$ cat src/rtl/pipelined_cla_adder_if.sv
// Operand/result handshake bundle for pipelined_cla_adder.
// Ports (slave = adder side):
//   in_valid/in_ready   operand beat handshake (a, b, cin, sub ride with it)
//   out_valid/out_ready result beat handshake (sum, cout, ovf, zero ride with it)
interface pipelined_cla_adder_if #(
    parameter int unsigned WIDTH = 16
);
    logic             in_valid;
    logic             in_ready;
    logic [WIDTH-1:0] a;
    logic [WIDTH-1:0] b;
    logic             cin;
    logic             sub;
    logic             out_valid;
    logic             out_ready;
    logic [WIDTH-1:0] sum;
    logic             cout;
    logic             ovf;
    logic             zero;

    // Adder side: consumes operands, produces results.
    modport slave (
        input  in_valid, a, b, cin, sub, out_ready,
        output in_ready, out_valid, sum, cout, ovf, zero
    );

    // Environment side: produces operands, consumes results.
    modport master (
        output in_valid, a, b, cin, sub, out_ready,
        input  in_ready, out_valid, sum, cout, ovf, zero
    );
endinterface

$ cat src/rtl/pipelined_cla_adder.sv
// Pipelined carry-lookahead adder/subtractor, one BLOCK-bit lookahead group
// resolved per stage, L = WIDTH/BLOCK stages, one operation per cycle.
// Ports:
//   clk  rising-edge clock
//   rst  asynchronous active-high reset
//   bus  slave side of pipelined_cla_adder_if:
//        in_valid/in_ready, a, b, cin, sub        operand beat
//        out_valid/out_ready, sum, cout, ovf, zero result beat (registered)
// in_ready is combinational from out_ready and the last stage valid bit.
module pipelined_cla_adder #(
    parameter int unsigned WIDTH = 16,
    parameter int unsigned BLOCK = 4
) (
    input  logic                 clk,
    input  logic                 rst,
    pipelined_cla_adder_if.slave bus
);

    localparam int unsigned L = WIDTH / BLOCK;

    if ((WIDTH % BLOCK) != 0) begin : g_bad_cfg
        $error("pipelined_cla_adder: WIDTH (%0d) must be a multiple of BLOCK (%0d)", WIDTH, BLOCK);
    end

    // Two-level lookahead: every carry is a flat OR of AND terms over the
    // group's p/g bits and the group carry-in, so nothing ripples in a group.
    function automatic logic [BLOCK:0] cla_carries(
        input logic [BLOCK-1:0] p,
        input logic [BLOCK-1:0] g,
        input logic             c0
    );
        logic [BLOCK:0] c;
        logic           term;
        c    = '0;
        c[0] = c0;
        for (int i = 0; i < int'(BLOCK); i++) begin
            term = c0;
            for (int m = 0; m <= i; m++) begin
                term = term & p[m];
            end
            c[i+1] = term;
            for (int j = 0; j <= i; j++) begin
                term = g[j];
                for (int m = j + 1; m <= i; m++) begin
                    term = term & p[m];
                end
                c[i+1] = c[i+1] | term;
            end
        end
        return c;
    endfunction

    // Stage k register: operand bits of groups above k (shifted down so the
    // next group sits at bit 0), sum groups 0..k in place, group k carry-out.
    logic [WIDTH-1:0] a_q [L];
    logic [WIDTH-1:0] a_d [L];
    logic [WIDTH-1:0] b_q [L];
    logic [WIDTH-1:0] b_d [L];
    logic [WIDTH-1:0] s_q [L];
    logic [WIDTH-1:0] s_d [L];
    logic [L-1:0]     c_q;
    logic [L-1:0]     c_d;
    logic [L-1:0]     v_q;
    logic [L-1:0]     v_d;
    logic             ovf_q;
    logic             ovf_d;
    logic             zero_q;
    logic             zero_d;
    logic             adv;

    // Whole pipeline moves together; it only stalls with a blocked result.
    assign adv = !v_q[L-1] || bus.out_ready;
    assign v_d = L'({v_q, bus.in_valid});

    for (genvar k = 0; k < int'(L); k++) begin : g_stg
        logic [WIDTH-1:0] a_in;
        logic [WIDTH-1:0] b_in;
        logic [WIDTH-1:0] s_in;
        logic             c_in;
        logic [BLOCK-1:0] p;
        logic [BLOCK-1:0] g;
        logic [BLOCK:0]   cc;

        if (k == 0) begin : g_src
            // Subtract as A + ~B + ~borrow.
            assign a_in = bus.a;
            assign b_in = bus.sub ? ~bus.b : bus.b;
            assign c_in = bus.cin ^ bus.sub;
            assign s_in = '0;
        end else begin : g_src
            assign a_in = a_q[k-1];
            assign b_in = b_q[k-1];
            assign c_in = c_q[k-1];
            assign s_in = s_q[k-1];
        end

        assign p  = a_in[BLOCK-1:0] ^ b_in[BLOCK-1:0];
        assign g  = a_in[BLOCK-1:0] & b_in[BLOCK-1:0];
        assign cc = cla_carries(p, g, c_in);

        assign a_d[k] = a_in >> BLOCK;
        assign b_d[k] = b_in >> BLOCK;
        // Group k bits of s_in are always still zero, so OR inserts the group.
        assign s_d[k] = s_in | (WIDTH'(p ^ cc[BLOCK-1:0]) << (k * BLOCK));
        assign c_d[k] = cc[BLOCK];

        if (k == int'(L) - 1) begin : g_flags
            // Carry into the MSB is the last intra-group carry of this group.
            assign ovf_d  = cc[BLOCK-1] ^ cc[BLOCK];
            assign zero_d = ~|s_d[k];
        end
    end

    // Stage registers; everything holds while a result is blocked.
    always_ff @(posedge clk or posedge rst) begin
        if (rst) begin
            v_q    <= '0;
            c_q    <= '0;
            ovf_q  <= 1'b0;
            zero_q <= 1'b0;
            for (int k = 0; k < int'(L); k++) begin
                a_q[k] <= '0;
                b_q[k] <= '0;
                s_q[k] <= '0;
            end
        end else if (adv) begin
            v_q    <= v_d;
            c_q    <= c_d;
            ovf_q  <= ovf_d;
            zero_q <= zero_d;
            for (int k = 0; k < int'(L); k++) begin
                a_q[k] <= a_d[k];
                b_q[k] <= b_d[k];
                s_q[k] <= s_d[k];
            end
        end
    end

    assign bus.in_ready  = adv;
    assign bus.out_valid = v_q[L-1];
    assign bus.sum       = s_q[L-1];
    assign bus.cout      = c_q[L-1];
    assign bus.ovf       = ovf_q;
    assign bus.zero      = zero_q;

endmodule
$ cat src/flat_wrapper.sv
// flat-port wrapper written by rule: the top's interface ports become plain ports
module pipelined_cla_adder_flat 
#(
    parameter int unsigned WIDTH = 16,
    parameter int unsigned BLOCK = 4
)
  (clk, rst, bus_in_valid, bus_a, bus_b, bus_cin, bus_sub, bus_out_ready, bus_in_ready, bus_out_valid, bus_sum, bus_cout, bus_ovf, bus_zero);
  pipelined_cla_adder_if #(.WIDTH(WIDTH)) bus_i ();
  input  logic clk;
  input  logic rst;
  input wire logic [$bits(bus_i.in_valid)-1:0] bus_in_valid;
  input wire logic [$bits(bus_i.a)-1:0] bus_a;
  input wire logic [$bits(bus_i.b)-1:0] bus_b;
  input wire logic [$bits(bus_i.cin)-1:0] bus_cin;
  input wire logic [$bits(bus_i.sub)-1:0] bus_sub;
  input wire logic [$bits(bus_i.out_ready)-1:0] bus_out_ready;
  output wire logic [$bits(bus_i.in_ready)-1:0] bus_in_ready;
  output wire logic [$bits(bus_i.out_valid)-1:0] bus_out_valid;
  output wire logic [$bits(bus_i.sum)-1:0] bus_sum;
  output wire logic [$bits(bus_i.cout)-1:0] bus_cout;
  output wire logic [$bits(bus_i.ovf)-1:0] bus_ovf;
  output wire logic [$bits(bus_i.zero)-1:0] bus_zero;
  assign bus_i.in_valid = bus_in_valid;
  assign bus_i.a = bus_a;
  assign bus_i.b = bus_b;
  assign bus_i.cin = bus_cin;
  assign bus_i.sub = bus_sub;
  assign bus_i.out_ready = bus_out_ready;
  assign bus_in_ready = bus_i.in_ready;
  assign bus_out_valid = bus_i.out_valid;
  assign bus_sum = bus_i.sum;
  assign bus_cout = bus_i.cout;
  assign bus_ovf = bus_i.ovf;
  assign bus_zero = bus_i.zero;
  pipelined_cla_adder #(.WIDTH(WIDTH), .BLOCK(BLOCK)) u_core (.clk(clk), .rst(rst), .bus(bus_i));
endmodule
$ cat config.mk
export PLATFORM = sky130hd
export DESIGN_NAME = pipelined_cla_adder_flat
export DESIGN_NICKNAME = d
export VERILOG_FILES = /design/src/rtl/pipelined_cla_adder_if.sv /design/src/rtl/pipelined_cla_adder.sv /design/src/flat_wrapper.sv
export SDC_FILE = /design/constraint.sdc
export NUM_CORES = 1
export LEC_CHECK = 0
export CAP_MARGIN = 40
export CELL_PAD_IN_SITES_DETAIL_PLACEMENT = 1
export CELL_PAD_IN_SITES_GLOBAL_PLACEMENT = 2
export CORE_ASPECT_RATIO = 1.1
export CORE_MARGIN = 5
export CORE_UTILIZATION = 36
export DETAILED_ROUTE_END_ITERATION = 6
export DONT_BUFFER_PORTS = 1
export GPL_ROUTABILITY_DRIVEN = 0
export MAX_ROUTING_LAYER = met4
export PLACE_DENSITY_LB_ADDON = 0.3
export SETUP_SLACK_MARGIN = 0.1
export SKIP_CTS_REPAIR_TIMING = 1
export SLEW_MARGIN = 5
export SYNTH_ARGS = -nofsm -noshare
export SYNTH_HDL_FRONTEND = slang
export SYNTH_SLANG_ARGS = --single-unit
$ cat constraint.sdc
create_clock -name clk -period 5.25 [get_ports clk]
set_input_delay 1.05 -clock clk [delete_from_list [all_inputs] [get_ports clk]]
set_output_delay 1.05 -clock clk [all_outputs]
set_load 0.02 [all_outputs]
== Yosys cells after proc, flatten, opt, wreduce, memory -nomap -nowiden ==
Index checks and enable logic that the tools add are counted.

* Muxes and demuxes: 1
* Bitwise gates (word level): 98
* Reductions and logical operators: 4

{| class="wikitable"
|+ Operators by type and width
! kind !! count
|-
| 16-bit OR || 3
|-
| 1-bit AND || 40
|-
| 1-bit OR || 40
|-
| 4-bit XOR || 8
|-
| 4-bit AND || 4
|-
| 16-bit two-way mux || 1
|-
| 16-bit inverter || 1
|-
| 16-bit OR reduction || 1
|-
| 1-bit zero test || 2
|-
| 1-bit XOR || 2
|-
| 1-bit logical OR || 1
|}

* Register bits: 122
* Bits of input ports: 38
* Output and inout port bits: 21
* Logic and storage cells: 117

== Logic depth before layout (Yosys ltp) ==
Gate-level depths: netlist of run 1.

* Word-level depth: 11
* Depth in mapped cells: 9
* Depth with buffers taken out: 7

== Worst setup path after synthesis of run 1 ==
No wires, ideal clock.

* Path kind: input to register
* Start: in bus_sub
* End: reg u_core.c_q[0]
* Data arrival time: 2768 ps
* Setup slack: 2358 ps
* Stages: 9
* Buffers on the path: 2
* Cell sequence: buf_4 -> buf_4 -> xor2_1 -> ha_1 -> ha_1 -> o21a_1 -> o21a_1 -> o21a_1 -> o31a_1

* Longest elaborated chain between the ends: 10
* Elaborated cells on any way between the ends: 18
* Those cells by class: mux: 1; bitwise: 17

{| class="wikitable"
|+ Ends and longest elaborated chain
! what !! RTL line !! text
|-
| from (decl) || flat_wrapper.sv:15 || <nowiki>input wire logic [$bits(bus_i.sub)-1:0] bus_sub;</nowiki>
|-
| 16-bit two-way mux || pipelined_cla_adder.sv:87 || <nowiki>assign b_in = bus.sub ? ~bus.b : bus.b;</nowiki>
|-
| 4-bit XOR || pipelined_cla_adder.sv:97 || <nowiki>assign p = a_in[BLOCK-1:0] ^ b_in[BLOCK-1:0];</nowiki>
|-
| 1-bit AND (4 in a row) || pipelined_cla_adder.sv:39 || <nowiki>term = term & p[m];</nowiki>
|-
| 1-bit OR (3 in a row) || pipelined_cla_adder.sv:47 || <nowiki>c[i+1] = c[i+1] | term;</nowiki>
|-
| 1-bit OR * || pipelined_cla_adder.sv:47 ||
|-
| to (signal assigned) || pipelined_cla_adder.sv:118 || <nowiki>c_q <= '0;</nowiki>
|-
| to (signal assigned) || pipelined_cla_adder.sv:128 || <nowiki>c_q <= c_d;</nowiki>
|-
| to (decl) || pipelined_cla_adder.sv:61 || <nowiki>logic [L-1:0] c_q;</nowiki>
|}

Every way passes the cells marked *; elsewhere a longest branch is shown, timed or not.
A chain may end at the register's enable or synchronous reset.

== Worst setup path in the final report of run 1 ==
* Start: in bus_out_ready
* End: out bus_in_ready

* Longest elaborated chain between the ends: 1

{| class="wikitable"
|+ Ends and longest elaborated chain
! what !! RTL line !! text
|-
| from (decl) || flat_wrapper.sv:16 || <nowiki>input wire logic [$bits(bus_i.out_ready)-1:0] bus_out_ready;</nowiki>
|-
| 1-bit logical OR || pipelined_cla_adder.sv:72 || <nowiki>assign adv = !v_q[L-1] || bus.out_ready;</nowiki>
|-
| to (decl) || flat_wrapper.sv:17 || <nowiki>output wire logic [$bits(bus_i.in_ready)-1:0] bus_in_ready;</nowiki>
|}

Every way passes these cells.

==> run summary, run 1 <==
- **count of filler cells inserted in the layout** 1399
- **post-DR vias/cell** 4.783
- **vertical die dimension** 125.5 um
- **area fraction of the dominant cell type after synthesis** 0.5616
- **total detailed-routing wirelength** 9.008 mm
- **Slew Viols, Final** 0
- **worst-case hold slack** 0.4677 ns
- **start-to-end type of the worst setup path** input port to output port
- **number of warnings reported in the yosys synthesis log** 0
- **Root Buffer Master** clkbuf_16
- **fin nets** 517
- **site row count** 42
- **fraction of power spent switching nets** 0.3780
- **violation count after the first detailed-routing iteration** 136
- **Worst setup EP type** output port
- **leakage power figure** 2.347 nW
- **post-route DRC violation count** 0
- **worst hold-check path type** flop to flop
- **largest net degree at the start of global routing** 78
- **routed len/inst** 14.69 um
- **Max H-tree Level** 3
- **count of max-cap constraint violations** 0
- **highest clock frequency the design can meet** 0.3480 GHz
- **slew margin rel.** 0.4836
- **Routed Antenna Nets** 0
- **aggregate global routing overflow** 0
- **syn avg cell area** 9.431 um^2
- **Max Fanout on Critical Path** 64
- **final setup vio count** 0
- **arrival time worst endpoint** 1.82 ns
- **Core Footprint** 11980 um^2
- **Port Buf Inserts** 0
- **power per cell area** 620.4 nW/um^2
- **post-synthesis net count** 525
- **share of async-settable or async-resettable flops after synthesis** 1.000
- **clock transition time at the flip-flop clock pins of the worst setup and hold paths** 0.06 ns
- **area growth from synthesis to final layout** 9.055%
- **Inserted Diodes** 0
- **clock insertion delay at the later pin of the skew report** 0.34 ns
- **count of TritonRoute iterations in the first routing pass** 4
- **antenna violations before repair** 0
- **Hold Vio Cnt, Final** 0
- **Comb pwr share** 0.302
- **fraction of layout instances using a drive strength above 1** 0.04357
- **via count of the first global-routing pass** 3236
- **Met3 Routed Length** 451 um
- **share of the clock period used by the worst path after layout** 0.5474
- **HPWL after DPL** 6.133 mm
- **CTS Buf Count** 9
- **unrepaired setup endpoints after global routing** false
- **Worst Max-Slew Pin Slew** 0.7746 ns
- **routed length on met2** 4.171 mm
- **final setup margin** 2.376 ns
- **most frequent cell after synthesis** nand2_1
- **Die Area** 14430 um^2
- **register share of total power** 0.477
- **wire length of the first global-routing pass** 15.95 mm
- **Syn Inst Count** 463
- **WL met1** 4.206 mm
- **leading area contributor after synthesis** dfrtp_1
- **status** finished clean
- **required arrival time at the worst endpoint** 4.20 ns
- **part of the total power dissipated in the clock network** 0.221
- **CTS sink count** 98
- **die width** 115.0 um
- **number of enable flip-flop cells after synthesis** 0
- **count of state elements after synthesis** 98
- **Vias** 2932
- **initial cell density of the core** 0.3645
- **global routing usage summed across all routing layers** 0.1414
- **top cells by count, synth** nand2_1 (222), dfrtp_1 (98), ha_1 (20)
- **Final min period** 2.874 ns
- **maximum root-to-sink buffer count** 2
- **NetSw** 1.117 mW
- **Seq/Total Area, Yosys** 0.5616
- **Multi-input gate area** 1779 um^2
- **worst vdd rail ir drop** 0.1808 mV
- **CTS tree** yes
- **most used flip-flop cell after synthesis** dfrtp_1
- **largest cells by area after synthesis** dfrtp_1 (56%), nand2_1 (19%), ha_1 (5.7%), xnor2_1 (3.4%), o21ai_0 (1.9%)
- **type of element launching the critical path** input port
- **internal portion of total power** 1.838 mW
- **accumulated negative setup slack** 0 ns
- **Post-Place Worst Slack** 2.360 ns
- **Distinct cells, synth** 25
- **register cell area after layout** 2452 um^2
- **final setup skew** 0.005527 ns
- **count of boundary I/O pins** 59
- **post-synth design cell area** 4367 um^2
- **highest routed layer** met4
## cells by family (layout without fill, tap and decap cells)
| family | after synthesis | in the layout | share of synthesized area |
|---|---|---|---|
| simple gates | 245 | 245 | 0.2178 |
| flops | 98 | 98 | 0.5616 |
| compound gates | 44 | 44 | 0.06390 |
| buf+inv | 28 | 24 | 0.03266 |
| fa+ha+maj | 24 | 24 | 0.07565 |
| xor+xnor | 23 | 23 | 0.04613 |
| mux | 1 | 1 | 0.002292 |
## through the flow
step                  util  area [um^2]  power [mW]  instances
global placement    0.3735         4476       2.297        598
floorplan                -         4367       2.093        463
CTS                 0.3975         4762       3.028        613
finish              0.3975         4762       2.954        613
detailed placement  0.3735         4476       2.355        598
global route        0.3975         4762       3.235        613
## cell type report
class,instances,share of cell area
sequential,98,0.5150
multi-input combinational,337,0.3736
clock buffer,12,0.05176
tap,154,0.04046
clock inverter,3,0.008408
timing repair buffer,4,0.006306
inverter,5,0.004467
## cell usage in the layout, fill, tap and decap left out, types with 7 or more instances in the layout
cell	count
o21a_1	10
o21ai_0	17
ha_1	20
dfrtp_1	98
xnor2_1	17
nand2_1	222
nor3_1	7
nor2_1	7
clkbuf_16	9
## critical path, cell delays in order
cell and delay, ns:
nor2b_4 0.08, buf_4 0.48, inv_2 0.17
## path summary, 6_finish.rpt
path / from / endpoint / slack (ns) / cells after the start
max reg2reg: u_core.v_q[3] / u_core.bus.zero / 2.89 / 7
max: bus_out_ready / bus_in_ready / 2.38 / 3
min: u_core.g_stg[1].a_in[7] / u_core.g_stg[1].a_in[7] / 0.47 / 2
max in group asynchronous: rst / u_core.g_stg[2].a_in[7] / 3.51 / 2
min in group asynchronous: rst / u_core.bus.sum[8] / 0.73 / 1
min reg2reg: u_core.g_stg[1].a_in[7] / u_core.g_stg[1].a_in[7] / 0.47 / 2
## layer usage
layer | vias to the layer above | global-route usage
met3 | 12 | 0.04060
met2 | 53 | 0.2078
li1 | 1451 | -
met4 | 0 | 0.04972
met1 | 1416 | 0.1865
met5 | - | -
## power by group through the flow
stage               registers [mW]  logic [mW]  clock network (mW)
floorplan                     1.35       0.743                   0
global placement              1.42       0.880                   0
detailed placement            1.43       0.924                   0
CTS                           1.42       0.929               0.681
global route                  1.45        1.07               0.708
finish                        1.41       0.893               0.654
## flip-flops by register name, indices dropped and copies added (netlist names)
signal and flops:
u_core.g_stg.a_in 24, u_core.g_stg.b_in 24, u_core.g_stg.s_in 24, u_core.bus.sum 16, u_core.c_q 4, u_core.v_q 4, u_core.bus.ovf 1, u_core.bus.zero 1
Power figures use the tool's default switching activity.
==> run 2: changes to the inputs <==
--- a/config.mk
+++ b/config.mk
@@ -10,7 +10,7 @@
 export CELL_PAD_IN_SITES_GLOBAL_PLACEMENT = 2
 export CORE_ASPECT_RATIO = 1.1
 export CORE_MARGIN = 5
-export CORE_UTILIZATION = 36
+export CORE_UTILIZATION = 35
 export DETAILED_ROUTE_END_ITERATION = 6
 export DONT_BUFFER_PORTS = 1
 export GPL_ROUTABILITY_DRIVEN = 0
==> constraint.sdc (replaced) <==
create_clock -name clk -period 2.35 [get_ports clk]
set_input_delay 0.47 -clock clk [delete_from_list [all_inputs] [get_ports clk]]
set_output_delay 0.47 -clock clk [all_outputs]
set_load 0.02 [all_outputs]
==> run 2 against run 1 <==
Net effect: core utilization shrank 0.23 points; flip-flop and latch count unchanged; global-route usage is 0.85 points lower; die area up 2.6%; largest power group unchanged; highest routed layer unchanged.
==> run summary, run 2 (synthesized netlist as in run 1, its figures left out) <==
- **status** finished clean
- **fin nets** 519, +0.39%
- **Worst Max-Slew Pin Slew** 0.6391 ns, -0.1355 ns
- **fraction of power spent switching nets** 0.3761, -0.001881
- **Slew Viols, Final** 0, unchanged
- **final setup skew** 0.006060 ns, +0.0005327 ns
- **commonest non-fill, non-tap cell in the layout** nand2_1
- **final setup vio count** 0, unchanged
- **worst-case hold slack** 0.01764 ns, -0.4501 ns
- **power per cell area** 1383 nW/um^2, +120%
- **CTS sink count** 98, unchanged
- **Vias** 2938, +0.20%
- **Comb pwr share** 0.304, +0.002
- **leakage power figure** 2.361 nW, +0.60%
- **arrival time worst endpoint** 2.07 ns, +0.25 ns
- **largest net degree at the start of global routing** 81, +3.8%
- **highest clock frequency the design can meet** 0.5408 GHz
- **type of element launching the critical path** flop
- **share of the clock period used by the worst path after layout** 0.7869
- **count of boundary I/O pins** 59, unchanged
- **global routing usage summed across all routing layers** 0.1329, -0.008474
- **die width** 116.5 um, +1.3%
- **HPWL after DPL** 6.351 mm, +3.6%
- **end of the worst register-to-register path** u_core.c_q[1]
- **Worst setup EP type** flop
- **Hold Vio Cnt, Final** 0, unchanged
- **part of the total power dissipated in the clock network** 0.221, about the same
- **wire length of the first global-routing pass** 15.35 mm, -3.8%
- **Worst Reg-to-Reg Cells** 6, -1
- **site row count** 42, unchanged
- **setup slack on the worst flop-to-flop path** 0.50 ns, -2.39 ns
- **post-route DRC violation count** 0, unchanged
- **non-filler cells, final** 614, +0.16%
- **via count of the first global-routing pass** 3180, -1.7%
- **count of max-cap constraint violations** 0, unchanged
- **Final min period** 1.849 ns
- **Die Area** 14810 um^2, +2.6%
- **Inserted Diodes** 0, unchanged
- **Routed Antenna Nets** 0, unchanged
- **total detailed-routing wirelength** 9.187 mm, +2.0%
- **Core Footprint** 12140 um^2, +1.3%
- **Max H-tree Level** 3, unchanged
- **fraction of layout instances using a drive strength above 1** 0.05000, +0.006427
- **leading cell types in the layout, fill and taps excluded** nand2_1 (222), dfrtp_1 (98), ha_1 (20)
- **number of instances in the placed design** 600, +0.33%
- **worst vdd rail ir drop** 0.5242 mV, +190%
- **clock transition time at the flip-flop clock pins of the worst setup and hold paths** 0.06 ns, about the same
- **initial cell density of the core** 0.3597, -0.004733
- **antenna violations before repair** 0, unchanged
- **Max Fanout on Critical Path** 3, -95%
- **worst hold-check path type** input port to asynchronous set/reset pin
- **area growth from synthesis to final layout** 9.857%
- **required arrival time at the worst endpoint** 2.57 ns, -1.63 ns
- **startpoint of the worst-slack reg-to-reg timing path** u_core.g_stg[1].b_in[0]
- **CTS tree** yes
- **count of TritonRoute iterations in the first routing pass** 5, +1
- **Root Buffer Master** clkbuf_16
- **clock insertion delay at the later pin of the skew report** 0.34 ns, about the same
- **post-DR vias/cell** 4.785, about the same
- **routed len/inst** 14.96 um, +1.8%
- **CTS Buf Count** 9, unchanged
- **register share of total power** 0.475, -0.002
- **Port Buf Inserts** 0, unchanged
- **unrepaired setup endpoints after global routing** false
- **slew margin rel.** 0.5739, +0.09031
- **internal portion of total power** 4.140 mW, +130%
- **start-to-end type of the worst setup path** flop to flop
- **aggregate global routing overflow** 0, unchanged
- **maximum root-to-sink buffer count** 2, unchanged
- **NetSw** 2.496 mW, +120%
- **violation count after the first detailed-routing iteration** 134, -1.5%
- **accumulated negative setup slack** 0 ns, unchanged
- **vertical die dimension** 127.2 um, +1.3%
## run 2: cell types whose count changed in the layout (fill, tap and decap cells not counted)
cell        previous run  this run
inv_4                  1         0
clkinvlp_4             0         1
buf_12                 0         1
clkbuf_8               1         2
clkbuf_1               2         0
buf_4                  4         5
## run 2: layout make-up
class	count	area, um^2
fillers	1380	7342
clock inverters	3	40.04
clock buffers	11	252.7
well taps	154	192.7
repair buffers	6	57.56
flip-flops and latches	98	2452
inverters	5	22.52
multi-input cells	337	1779
## run 2: worst max-delay path by stage
stage                                       start                        to  cells past startpoint
final                     u_core.g_stg[1].b_in[0]             u_core.c_q[1]                      6
after global routing      u_core.g_stg[2].b_in[0]  u_core.g_stg[3].s_in[11]                      6
after CTS                 u_core.g_stg[2].b_in[0]             u_core.c_q[2]                      6
after detailed placement                  bus_sub             u_core.c_q[0]                      7
after global placement                    bus_sub             u_core.c_q[0]                      7
after floorplan                           bus_sub             u_core.c_q[0]                      9
## run 2: stage by stage
step | setup slack [ns] | total power, mW | utilization | area (um^2)
floorplan | 0.1056 | 4.678 | - | 4382
global placement | 0.3369 | 5.144 | 0.3711 | 4504
detailed placement | 0.2586 | 5.269 | 0.3711 | 4504
CTS | 0.4991 | 6.774 | 0.3952 | 4797
global route | 0.4041 | 7.198 | 0.3952 | 4797
finish | 0.5008 | 6.636 | 0.3952 | 4797
## run 2: critical path, stage by stage, from the launching register on
cell     delay [ns]
dfrtp_1        0.41
ha_1           0.32
ha_1           0.19
o21a_1         0.20
o21a_1         0.20
o21a_1         0.19
o31a_1         0.23
## run 2: routing by layer
metal  share of wire  up-vias  global-route usage
met4           0.012        0             0.04096
met3           0.045       11             0.03217
met1            0.47     1435              0.1699
met5               0        -                   -
li1                -     1445                   -
met2            0.47       47              0.2088
## run 2: power by group through the flow
stage | logic (mW) | clock network, mW | registers, mW
after floorplan | 1.66 | 0 | 3.01
after global placement | 1.98 | 0 | 3.16
after detailed placement | 2.07 | 0 | 3.20
after CTS | 2.08 | 1.52 | 3.17
after global routing | 2.36 | 1.58 | 3.25
final | 2.01 | 1.47 | 3.15
